===== src/rtl/mem_port_arbiter.sv =====
// Shares one memory port between the fetch and data paths. Data wins unless
// fetch has lost MAX_DATA_STREAK contended grants in a row.
module mem_port_arbiter #(
    parameter int ADDR_W          = 16,
    parameter int DATA_W          = 16,
    parameter int RD_LATENCY      = 1,
    parameter int MAX_DATA_STREAK = 4
) (
    input  logic              clk,
    input  logic              reset,
    input  logic              if_req,
    input  logic [ADDR_W-1:0] if_addr,
    output logic              if_gnt,
    output logic              if_rvalid,
    output logic [DATA_W-1:0] if_rdata,
    input  logic              d_req,
    input  logic              d_we,
    input  logic [ADDR_W-1:0] d_addr,
    input  logic [DATA_W-1:0] d_wrdata,
    output logic              d_gnt,
    output logic              d_rvalid,
    output logic [DATA_W-1:0] d_rdata,
    output logic [ADDR_W-1:0] o_mem_addr,
    output logic              o_mem_rd,
    output logic              o_mem_wr,
    output logic [DATA_W-1:0] o_mem_wrdata,
    input  logic [DATA_W-1:0] i_mem_rddata
);

    localparam logic [3:0] STREAK_MAX = 4'(MAX_DATA_STREAK);

    logic [3:0]            streak;
    logic                  force_if;
    logic [RD_LATENCY-1:0] tag_v;
    logic [RD_LATENCY-1:0] tag_d;

    assign force_if = if_req && (streak == STREAK_MAX);
    assign if_gnt   = if_req && (!d_req || force_if);
    assign d_gnt    = d_req && !force_if;

    always_comb begin
        o_mem_addr   = '0;
        o_mem_rd     = 1'b0;
        o_mem_wr     = 1'b0;
        o_mem_wrdata = '0;
        if (d_gnt) begin
            o_mem_addr   = d_addr;
            o_mem_wr     = d_we;
            o_mem_rd     = !d_we;
            o_mem_wrdata = d_wrdata;
        end else if (if_gnt) begin
            o_mem_addr = if_addr;
            o_mem_rd   = 1'b1;
        end
    end

    // Only data grants that made fetch wait are counted.
    always_ff @(posedge clk or posedge reset) begin
        if (reset) begin
            streak <= '0;
        end else if (d_gnt && if_req) begin
            if (streak != STREAK_MAX) begin
                streak <= streak + 4'd1;
            end
        end else if (if_gnt || !if_req) begin
            streak <= '0;
        end
    end

    // Tag pipeline mirrors the memory read latency; writes enter as invalid.
    always_ff @(posedge clk or posedge reset) begin
        if (reset) begin
            tag_v <= '0;
            tag_d <= '0;
        end else begin
            tag_v[0] <= o_mem_rd;
            tag_d[0] <= d_gnt;
            for (int i = 1; i < RD_LATENCY; i++) begin
                tag_v[i] <= tag_v[i-1];
                tag_d[i] <= tag_d[i-1];
            end
        end
    end

    assign if_rvalid = tag_v[RD_LATENCY-1] && !tag_d[RD_LATENCY-1];
    assign d_rvalid  = tag_v[RD_LATENCY-1] && tag_d[RD_LATENCY-1];
    assign if_rdata  = if_rvalid ? i_mem_rddata : '0;
    assign d_rdata   = d_rvalid ? i_mem_rddata : '0;

endmodule


===== config.mk =====
export PLATFORM = sky130hd
export DESIGN_NAME = mem_port_arbiter
export DESIGN_NICKNAME = d
export VERILOG_FILES = /design/src/rtl/mem_port_arbiter.sv
export SDC_FILE = /design/constraint.sdc
export NUM_CORES = 1
export LEC_CHECK = 0
export BUFFER_PORTS_ARGS = -buffer_cell sky130_fd_sc_hd__buf_4
export CAP_MARGIN = 20
export CORE_AREA = 2 2 57 59
export DETAILED_ROUTE_END_ITERATION = 7
export DIE_AREA = 0 0 59 61
export HOLD_SLACK_MARGIN = 0.08
export PLACE_DENSITY = 0.89
export SLEW_MARGIN = 10
export SYNTH_ARGS = -nofsm -noshare
export SYNTH_HDL_FRONTEND = slang
export SYNTH_SLANG_ARGS = --single-unit

===== constraint.sdc =====
create_clock -name clk -period 3.19 [get_ports clk]
set_input_delay 0.4785 -clock clk [delete_from_list [all_inputs] [get_ports clk]]
set_output_delay 0.4785 -clock clk [all_outputs]
set_load 0.05 [all_outputs]

==> summary.txt, run 1 <==
Cells and area
  • Diodes inserted: 0
  • Commonest cells after routing, fill and taps aside: buf_4, and3_1, nand3_1, and2_1
  • Share of cells above drive strength 1: 54.72%
  • Final cell count without fillers: 298
  • Nets@finish: 338
  • Area delta synth->final: 121.3%
  • Most common cell after layout, fill and taps aside: buf_4

Route
  • DR iter-0 viols: 33
  • Pre-antenna DRT Iters: 4
  • Wire per inst: 12.00 um
  • DR vias: 1,445
  • Wire length after detailed routing: 3576 um
  • DR DRC count: 0
  • Routed Antenna Nets: 0
  • Drt via density: 4.849

Synthesis
  • Syn_area_per_cell: 6.451 um2
  • Synthesized flop and latch total: 6
  • Synth top area share: 26.58%
  • Largest area contributor in the netlist: and3_1
  • Unique cell type count in the Yosys netlist: 19
  • Synth Instances: 135
  • Post-Syn Nets: 206
  • Syn Std Cell Area: 870.8 um2
  • Top cells by area, synth: and3_1, dfrtp_1, and2_1
  • Main synth FF type: dfrtp_1
  • Async SR Flop Fraction: 100.0%
  • Post-synth EDFFs: 0
  • Synth warn: 0
  • Sequential fraction of the synthesis area: 17.24%

Clock network
  • Clk sinks: 6
  • Root buffer cell: clkbuf_4
  • Post-CTS Setup Bufs: 0
  • Cts repair resizes: 0
  • H-tree Lvls: 1
  • CTS tree: built
  • Clock Path Buffers: 2
  • Clock latency on the worst-skew pair: 0.24 ns
  • Clock-pin slew on the worst setup and hold paths: 0.04 ns
  • Cts hold-fix bufs: 0
  • Num CTS Buffers: 3

Critical path
  • Crit path max-delay cell type: dfrtp_1
  • WP data arrival: 1.80 ns
  • Slowest Stage Delay on Critical Path: 0.39 ns
  • Setup crit start kind: register
  • Crit-path max FO: 23
  • Worst Path Buf+Inv: 2
  • Nature of the critical path endpoint: output port
  • Worst endpoint required time: 2.71 ns
  • Worst Setup Path Type: reg2out
  • Worst-path cell chain: inv_1, ha_1, nand4b_2, and2_4, o21ai_1, buf_4
  • Delay-heaviest family, CP: simple AND/OR/NAND/NOR gates

Global routing
  • Initial antenna violation count: 0
  • Largest net degree at the start of global routing: 36
  • GRT Total Usage: 18.15%
  • Remaining Overflow, GRT: 0
  • First-pass GRT wire length: 5271 um
  • Vias in the first global route: 1,245

Power
  • Net Switching: 0.2766 mW
  • Clock group share of total power: 12.1%
  • Flop pwr share: 15.3%
  • PD cells: 281.2 nW/um2
  • Design Power: 0.5418 mW
  • Sw frac: 51.06%
  • Internal: 0.2652 mW
  • LEAKAGE: 1.185 nW
  • Gate power share: 72.6%
  • VDD IR max: 0.0001732 V

Floorplan
  • Die Span Y: 61 um
  • Initial Util: 29.49%
  • FP Rows: 20
  • Die ar.: 3599 um2
  • Core area: 2953 um2
  • Die X-Extent: 59 um
  • Num ports: 139

Timing
  • RSZ-0062 raised after global routing: false
  • Max transition margin: 73.25%
  • Worst-Margin Slew: 0.4013 ns
  • Slew Viols, Final: 0
  • Clock skew: 0.005292 ns
  • Setup violations, final: 0
  • Clock period minus worst slack: 2.276 ns
  • Fmax achieved: 439.3 MHz
  • Hold Violations, Final: 0
  • Setup_tns: 0 ns
  • Final Cycle Share: 71.35%

Outcome
  • Status: completed

Placed design
  • Inst Count DP: 295
  • IO Port Bufs: 138
  • RD Place Congestion: 0.7098
  • Final HPWL from detailed placement: 2975 um

Run
  • Max-cap violation count: 0

Worst hold path
  • Hold WC Path Type: in2async
[stage by stage]
stage	instance area [um2]	util, %	worst slack (ns)	hold slack [ns]
finish	1927	65.25	0.9138	0.1479
global route	1927	65.25	0.8063	0.1777
CTS	1927	65.25	0.9161	0.1497
detailed placement	1904	64.49	1.068	0.4013
global placement	1904	64.49	1.070	0.3983
floorplan	870.8	-	0.7645	0.2695
[cell usage after synthesis (2+ instances only)]
cell type / instances
nand3_1: 17
inv_1: 3
and3_1: 37
nor2_1: 2
and2_1: 17
buf_2: 2
clkbuf_1: 9
nand2_1: 16
dfrtp_1: 6
ha_1: 2
o21ai_1: 16
[final timing paths]
check                                           start                     to  slack, ns  cells after the start
worst max-delay path            streak[0]$_DFFE_PP0P_          o_mem_addr[3]       0.91                      6
worst min-delay path                            reset        tag_v$_DFF_PP0_       0.15                      2
worst max register to register  streak[0]$_DFFE_PP0P_  streak[0]$_DFFE_PP0P_       1.71                      5
worst min register to register  streak[0]$_DFFE_PP0P_  streak[0]$_DFFE_PP0P_       0.60                      2
max in group asynchronous                       reset  streak[1]$_DFFE_PP0P_       2.86                      2
min in group clk                streak[0]$_DFFE_PP0P_  streak[0]$_DFFE_PP0P_       0.60                      2
[sequential cells by signal, indices dropped and copies added, names as in the netlist]
register and flops:
tag_d 1, streak 4, tag_v 1
[cell type report]
class	instances	area, um2
clock buffer	3	22.52
multi-input combinational	113	650.6
fill	264	1026
tap	33	41.29
inverter	3	11.26
timing repair buffer	140	1051
sequential	6	150.1
[metal layers]
| layer | GRT usage, % | vias up | part of all wire, % |
|---|---|---|---|
| met5 | 0 | - | 0 |
| met4 | 3.896 | 0 | 0 |
| met3 | 4.051 | 0 | 11 |
| met2 | 35.40 | 80 | 53 |
| met1 | 19.95 | 643 | 36 |
| li1 | - | 722 | - |
[power groups by stage]
stage	sequential, mW	combinational (mW)	clock, mW
6_report	0.0827	0.394	0.0656
5_1_grt	0.0832	0.414	0.0711
4_1_cts	0.0827	0.396	0.0675
2_1_floorplan	0.0829	0.245	0
3_3_place_gp	0.0839	0.392	0
3_5_place_dp	0.0838	0.395	0
[cell families (layout without fill, tap and decap cells)]
family                     after synthesis  after routing  synth area share, %
AOI/OAI and AO/OA                       16             16                9.196
xor gates and xnor gates                 2              2                2.012
adders and majority gates                2              2                2.873
buffers and inverters                   16            146                8.045
DFF                                      6              6                17.24
and+or+nand+nor                         93             93                60.63
Power figures use the tool's default switching activity.
==> run 2, diff against run 1 <==
--- a/config.mk
+++ b/config.mk
@@ -7,11 +7,11 @@
 export LEC_CHECK = 0
 export BUFFER_PORTS_ARGS = -buffer_cell sky130_fd_sc_hd__buf_4
 export CAP_MARGIN = 20
-export CORE_AREA = 2 2 57 59
+export CORE_AREA = 2 2 61 63
 export DETAILED_ROUTE_END_ITERATION = 7
-export DIE_AREA = 0 0 59 61
+export DIE_AREA = 0 0 63 65
 export HOLD_SLACK_MARGIN = 0.08
-export PLACE_DENSITY = 0.89
+export PLACE_DENSITY = 0.82
 export SLEW_MARGIN = 10
 export SYNTH_ARGS = -nofsm -noshare
 export SYNTH_HDL_FRONTEND = slang
==> constraint.sdc (replaced) <==
create_clock -name clk -period 2 [get_ports clk]
set_input_delay 0.3 -clock clk [delete_from_list [all_inputs] [get_ports clk]]
set_output_delay 0.3 -clock clk [all_outputs]
set_load 0.05 [all_outputs]
==> summary.txt, run 2 (synthesized netlist as in run 1, its figures left out) <==
Cells and area
  • Area delta synth->final: 149.9% (was 121.3%)
  • Share of cells above drive strength 1: 63.64% (was 54.72%)
  • Max reg flops: 4 (unchanged)
  • Final Util: 62.24% (was 65.25%)
  • Most common cell after layout, fill and taps aside: buf_4 (unchanged)
  • Fin area: 2176 um2 (was 1927 um2)
  • Biggest regs: streak (4), tag_d (1), tag_v (1) (unchanged)
  • Final cell count without fillers: 323 (was 298)
  • Nets@finish: 348 (was 338)
  • Largest Register: streak (unchanged)
  • Diodes inserted: 0 (unchanged)
  • Commonest cells after routing, fill and taps aside: buf_4, and3_1, nand3_1, and2_1 (unchanged)

Critical path
  • Worst Setup Path Type: reg2out (unchanged)
  • Worst endpoint required time: 1.70 ns (was 2.71 ns)
  • Worst-case reg-to-reg path depth: 6 (was 5)
  • Nature of the critical path endpoint: output port (unchanged)
  • Crit-path max FO: 7 (was 23)
  • Worst reg-to-reg setup slack: 0.52 ns (was 1.71 ns)
  • Worst r2r dst: streak[3]$_DFFE_PP0P_ (was streak[0]$_DFFE_PP0P_)
  • Setup crit start kind: register (unchanged)
  • WP data arrival: 1.67 ns (was 1.80 ns)
  • Reg2reg start: streak[1]$_DFFE_PP0P_ (was streak[0]$_DFFE_PP0P_)

Global routing
  • GR Util met1: 17.78% (was 19.95%)
  • Vias in the first global route: 1,390 (was 1,245)
  • Met2 usage: 34.04% (was 35.40%)
  • Largest net degree at the start of global routing: 38 (was 36)
  • GRT Total Usage: 17.38% (was 18.15%)
  • Initial antenna violation count: 0 (unchanged)
  • Met3 usage: 5.556% (was 4.051%)
  • Remaining Overflow, GRT: 0 (unchanged)
  • Gr busiest metal: met2 (unchanged)
  • First-pass GRT wire length: 5837 um (was 5271 um)

Power
  • LEAKAGE: 1.281 nW (was 1.185 nW)
  • PD cells: 427.6 nW/um2 (was 281.2 nW/um2)
  • Design Power: 0.9303 mW (was 0.5418 mW)
  • VDD IR max: 0.0002671 V (was 0.0001732 V)

Route
  • Wire per inst: 12.81 um (was 12.00 um)
  • Wire length after detailed routing: 4137 um (was 3576 um)
  • DR vias: 1,566 (was 1,445)
  • Routed Antenna Nets: 0 (unchanged)
  • DR iter-0 viols: 33 (unchanged)
  • DR DRC count: 0 (unchanged)
  • Pre-antenna DRT Iters: 4 (unchanged)
  • Drt via density: 4.848 (was 4.849)

Timing
  • Clock skew: 0.005223 ns (was 0.005292 ns)
  • WHS: 0.4167 ns (was 0.1479 ns)
  • Hold Violations, Final: 0 (unchanged)
  • Slew Viols, Final: 0 (unchanged)
  • Worst-Margin Slew: 0.3948 ns (was 0.4013 ns)
  • Setup violations, final: 0 (unchanged)
  • Clock period minus worst slack: 1.974 ns
  • Max transition margin: 73.68% (was 73.25%)
  • Fmax achieved: 506.6 MHz
  • Setup_tns: 0 ns (unchanged)
  • Final Cycle Share: 98.70%
  • Final worst setup slack: 0.02608 ns (was 0.9138 ns)

Placed design
  • IO Port Bufs: 138 (unchanged)
  • Final HPWL from detailed placement: 2917 um (was 2975 um)
  • Inst Count DP: 312 (was 295)
  • Cell Area, Placed: 1967 um2 (was 1904 um2)
  • Worst slack at placement: 0.1728 ns (was 1.068 ns)
  • RD Place Congestion: 0.7143 (was 0.7098)

Clock network
  • Clock latency on the worst-skew pair: 0.25 ns (was 0.24 ns)
  • Num CTS Buffers: 3 (unchanged)
  • H-tree Lvls: 1 (unchanged)
  • Clock-pin slew on the worst setup and hold paths: 0.05 ns (was 0.04 ns)
  • Clk sinks: 6 (unchanged)
  • CTS tree: built (unchanged)
  • Clock Path Buffers: 2 (unchanged)
  • Root buffer cell: clkbuf_4 (unchanged)

Worst hold path
  • Hold WC Path Type: in2reg (was in2async)
  • Hold_sp: d_we
  • Worst hold path depth: 3
  • Hold Path Sink: tag_v$_DFF_PP0_

Run
  • Max-cap violation count: 0 (unchanged)

Floorplan
  • Core area: 3496 um2 (was 2953 um2)
  • FP Rows: 22 (was 20)
  • Die ar.: 4095 um2 (was 3599 um2)
  • Die X-Extent: 63 um (was 59 um)
  • Initial Util: 24.91% (was 29.49%)
  • Num ports: 139 (unchanged)
  • Die Span Y: 65 um (was 61 um)

Outcome
  • Status: completed (unchanged)
run 2: layer usage:
metal | share of wire, % | wire length, um
met2 | 53 | 2206
met3 | 12 | 506
met4 | 1.3 | 53
met5 | 0 | 0
met1 | 33 | 1371
run 2: worst max path at each step:
stage,startpoint,end,slack (ns),cells after the start
6_report,streak[1]$_DFFE_PP0P_,o_mem_addr[1],0.03,6
3_5_place_dp,streak[0]$_DFFE_PP0P_,o_mem_addr[1],0.17,6
2_1_floorplan,streak[0]$_DFFE_PP0P_,o_mem_addr[0],-0.25,6
4_1_cts,streak[0]$_DFFE_PP0P_,o_mem_addr[1],0.01,6
3_3_place_gp,streak[0]$_DFFE_PP0P_,o_mem_wrdata[9],0.25,6
5_1_grt,streak[1]$_DFFE_PP0P_,o_mem_addr[1],-0.04,6
run 2: cell type report:
cell class | instances | area (um2)
timing repair buffer | 147 | 1167
inverter | 3 | 11.26
clock buffer | 3 | 22.52
sequential | 6 | 150.1
multi-input combinational | 116 | 764.5
tap | 48 | 60.06
fill | 321 | 1320
run 2: power breakdown:
group          internal (mW)  leakage, nW  switching, mW  total [mW]
Sequential             0.126       0.0778        0.00305       0.129
Combinational          0.262         1.19          0.427       0.689
Clock                 0.0679       0.0138         0.0443       0.112
Total                  0.456         1.28          0.474       0.930
run 2: worst max-delay path, cell delays in order (launching register included):
cell      delay, ns
dfrtp_1        0.41
inv_2          0.09
ha_4           0.15
nand4b_4       0.16
and2_4         0.25
o21ai_2        0.19
buf_6          0.18
run 2: what timing repair did:
| action | 4_1_cts | 5_1_grt |
|---|---|---|
| hold buffers | 1 | 0 |
| gates resized for setup | 7 | 26 |
| gates cloned | 2 | 1 |
| hold endpoints to repair | 6 | 0 |
| pin swaps | 1 | 3 |
| endpoints found under the setup margin | 34 | 34 |
| buffers inserted | 2 | 2 |
==> run 3, diff against run 2 <==
--- a/config.mk
+++ b/config.mk
@@ -10,6 +10,7 @@
 export CORE_AREA = 2 2 61 63
 export DETAILED_ROUTE_END_ITERATION = 7
 export DIE_AREA = 0 0 63 65
+export GPL_TIMING_DRIVEN = 0
 export HOLD_SLACK_MARGIN = 0.08
 export PLACE_DENSITY = 0.82
 export SLEW_MARGIN = 10
==> summary.txt, run 3 (synthesized netlist as in run 1, its figures left out) <==
Outcome
  • Status: completed (unchanged)

Cells and area
  • Diodes inserted: 0 (unchanged)
  • Area delta synth->final: 156.5% (was 149.9%)
  • Fin area: 2233 um2 (was 2176 um2)
  • Nets@finish: 353 (was 348)
  • Biggest regs: streak (4), tag_d (1), tag_v (1) (unchanged)
  • Fillers: 312 (was 321)
  • Share of cells above drive strength 1: 61.43% (was 63.64%)
  • Max reg flops: 4 (unchanged)
  • Largest Register: streak (unchanged)
  • Most common cell after layout, fill and taps aside: buf_4 (unchanged)
  • Commonest cells after routing, fill and taps aside: buf_4, and3_1, nand3_1, and2_1 (unchanged)

Timing
  • Slew Viols, Final: 0 (unchanged)
  • Clock skew: 0.005477 ns (was 0.005223 ns)
  • Worst-Margin Slew: 0.4558 ns (was 0.3948 ns)
  • Fmax achieved: 508.4 MHz (was 506.6 MHz)
  • Clock period minus worst slack: 1.967 ns (was 1.974 ns)
  • Final Cycle Share: 98.35% (was 98.70%)
  • Hold Violations, Final: 0 (unchanged)
  • Setup violations, final: 0 (unchanged)
  • Setup_tns: 0 ns (unchanged)
  • Max transition margin: 69.61% (was 73.68%)
  • RSZ-0062 raised after global routing: true

Floorplan
  • Die X-Extent: 63 um (unchanged)
  • Initial Util: 24.91% (unchanged)
  • Num ports: 139 (unchanged)
  • Die ar.: 4095 um2 (unchanged)
  • FP Rows: 22 (unchanged)
  • Die Span Y: 65 um (unchanged)
  • Core area: 3496 um2 (unchanged)

Power
  • Flop pwr share: 13.9% (about the same)
  • Net Switching: 0.4852 mW (was 0.4743 mW)
  • Sw frac: 51.15% (was 50.98%)
  • Clock group share of total power: 12.2% (was 12.1%)
  • Gate power share: 73.8% (was 74.0%)
  • PD cells: 424.7 nW/um2 (was 427.6 nW/um2)
  • LEAKAGE: 1.302 nW (was 1.281 nW)
  • VDD IR max: 0.0003456 V (was 0.0002671 V)
  • Internal: 0.4633 mW (was 0.4560 mW)

Route
  • Wire length after detailed routing: 4155 um (was 4137 um)
  • Pre-antenna DRT Iters: 4 (unchanged)
  • DR iter-0 viols: 40 (was 33)
  • Drt via density: 4.704 (was 4.848)
  • Routed Antenna Nets: 0 (unchanged)
  • DR DRC count: 0 (unchanged)
  • Wire per inst: 12.67 um (was 12.81 um)
  • DR vias: 1,543 (was 1,566)

Worst hold path
  • Worst hold path depth: 3 (unchanged)
  • Hold_sp: d_we (unchanged)
  • Hold Path Sink: tag_v$_DFF_PP0_ (unchanged)
  • Hold WC Path Type: in2reg (unchanged)

Global routing
  • Vias in the first global route: 1,433 (was 1,390)
  • Met3 usage: 5.035% (was 5.556%)
  • Gr busiest metal: met2 (unchanged)
  • GR Util met1: 18.21% (was 17.78%)
  • Initial antenna violation count: 0 (unchanged)
  • GRT Total Usage: 17.34% (was 17.38%)
  • Largest net degree at the start of global routing: 12 (was 38)
  • Met2 usage: 33.64% (was 34.04%)
  • Remaining Overflow, GRT: 0 (unchanged)
  • First-pass GRT wire length: 5934 um (was 5837 um)

Placed design
  • Cell Area, Placed: 1996 um2 (was 1967 um2)
  • RD Place Congestion: 0.7161 (was 0.7143)
  • Final HPWL from detailed placement: 3109 um (was 2917 um)
  • IO Port Bufs: 138 (unchanged)

Critical path
  • WP data arrival: 1.67 ns (about the same)
  • Worst r2r dst: streak[1]$_DFFE_PP0P_ (was streak[3]$_DFFE_PP0P_)
  • Worst endpoint required time: 1.70 ns (about the same)
  • Worst Setup Path Type: reg2out (unchanged)
  • Setup crit start kind: register (unchanged)
  • Worst-path cell chain: inv_2, ha_4, nand4b_4, and2_4, buf_12, o21ai_4, buf_6 (was inv_2, ha_4, nand4b_4, and2_4, o21ai_2, buf_6)
  • Slowest Stage Delay on Critical Path: 0.39 ns (was 0.41 ns)
  • Worst reg-to-reg setup slack: 0.62 ns (was 0.52 ns)
  • Worst-case reg-to-reg path depth: 6 (unchanged)
  • Crit-path max FO: 11 (was 7)
  • Nature of the critical path endpoint: output port (unchanged)
  • Crit path max-delay cell type: dfrtp_1 (unchanged)
  • Reg2reg start: streak[0]$_DFFE_PP0P_ (was streak[1]$_DFFE_PP0P_)

Clock network
  • Clock Path Buffers: 2 (unchanged)
  • CTS tree: built (unchanged)
  • Clock latency on the worst-skew pair: 0.25 ns (about the same)
  • Clock-pin slew on the worst setup and hold paths: 0.05 ns (about the same)
  • Num CTS Buffers: 3 (unchanged)
  • Clk sinks: 6 (unchanged)
  • H-tree Lvls: 1 (unchanged)
  • Root buffer cell: clkbuf_4 (unchanged)

Run
  • Max-cap violation count: 0 (unchanged)
-- run 3: cell count changes in the layout (fill, tap and decap cells not counted), moves of 2 or more --
cell / previous run / this run
buf_4: 132 / 125
o21ai_2: 16 / 10
clkbuf_2: 0 / 2
buf_6: 13 / 16
clkbuf_1: 0 / 7
and2_4: 3 / 1
o21ai_4: 0 / 6
-- run 3: power groups by stage --
stage | logic, mW | clock network (mW) | registers [mW]
global placement | 0.641 | 0 | 0.135
CTS | 0.673 | 0.117 | 0.132
detailed placement | 0.645 | 0 | 0.135
global route | 0.733 | 0.122 | 0.133
finish | 0.700 | 0.116 | 0.132
floorplan | 0.399 | 0 | 0.132
-- run 3: worst max-delay path by stage --
stage | cells past startpoint | startpoint | slack [ns] | endpoint
3_3_place_gp | 7 | streak[0]$_DFFE_PP0P_ | 0.05 | o_mem_addr[12]
2_1_floorplan | 6 | streak[0]$_DFFE_PP0P_ | -0.25 | o_mem_addr[0]
5_1_grt | 7 | streak[1]$_DFFE_PP0P_ | -0.02 | o_mem_addr[10]
3_5_place_dp | 7 | streak[0]$_DFFE_PP0P_ | 0.06 | o_mem_addr[12]
4_1_cts | 7 | streak[0]$_DFFE_PP0P_ | 0.001 | o_mem_addr[11]
6_report | 7 | streak[0]$_DFFE_PP0P_ | 0.03 | o_mem_addr[13]
-- run 3: cell type report --
cell class	count	area (um2)	share of cell area, %
repair buffers	142	1129	50.53
multi-input cells	113	780.7	34.96
flip-flops and latches	6	150.1	6.723
plain buffers	13	80.08	3.585
well taps	48	60.06	2.689
clock buffers	3	22.52	1.008
inverters	3	11.26	0.5042
-- run 3: critical path: cells and delay by family, from the launching register on --
| kind | cells | cell delay, ns |
|---|---|---|
| buf+inv | 3 | 0.40 |
| simple gates | 2 | 0.35 |
| compound gates | 1 | 0.15 |
| flops | 1 | 0.39 |
| fa+ha+maj | 1 | 0.13 |
-- run 3: through the flow --
stage	power, mW	hold WS (ns)	setup WS (ns)	utilization, %	cells
after floorplan	0.5309	0.09096	-0.2470	-	135
after global placement	0.7758	0.2294	0.04546	57.09	321
after detailed placement	0.7797	0.2390	0.05900	57.09	321
after CTS	0.9228	0.4417	0.001292	61.17	328
after global routing	0.9888	0.4679	-0.02208	63.89	328
final	0.9485	0.4465	0.03294	63.89	328
-- run 3: metal layers --
metal	share of wire (%)	vias to the layer above	wire, um
met3	11	4	469
li1	-	755	-
met2	54	94	2227
met1	34	690	1424
met5	0	-	0
met4	0.82	0	34
-- run 3: repair_timing --
action                                  CTS  global route
hold buffers                              1             0
pin swaps                                 3             6
endpoints found under the setup margin   32            33
gates resized for setup                  24            20
endpoints found under the hold margin     6             0
setup buffers                             3             0
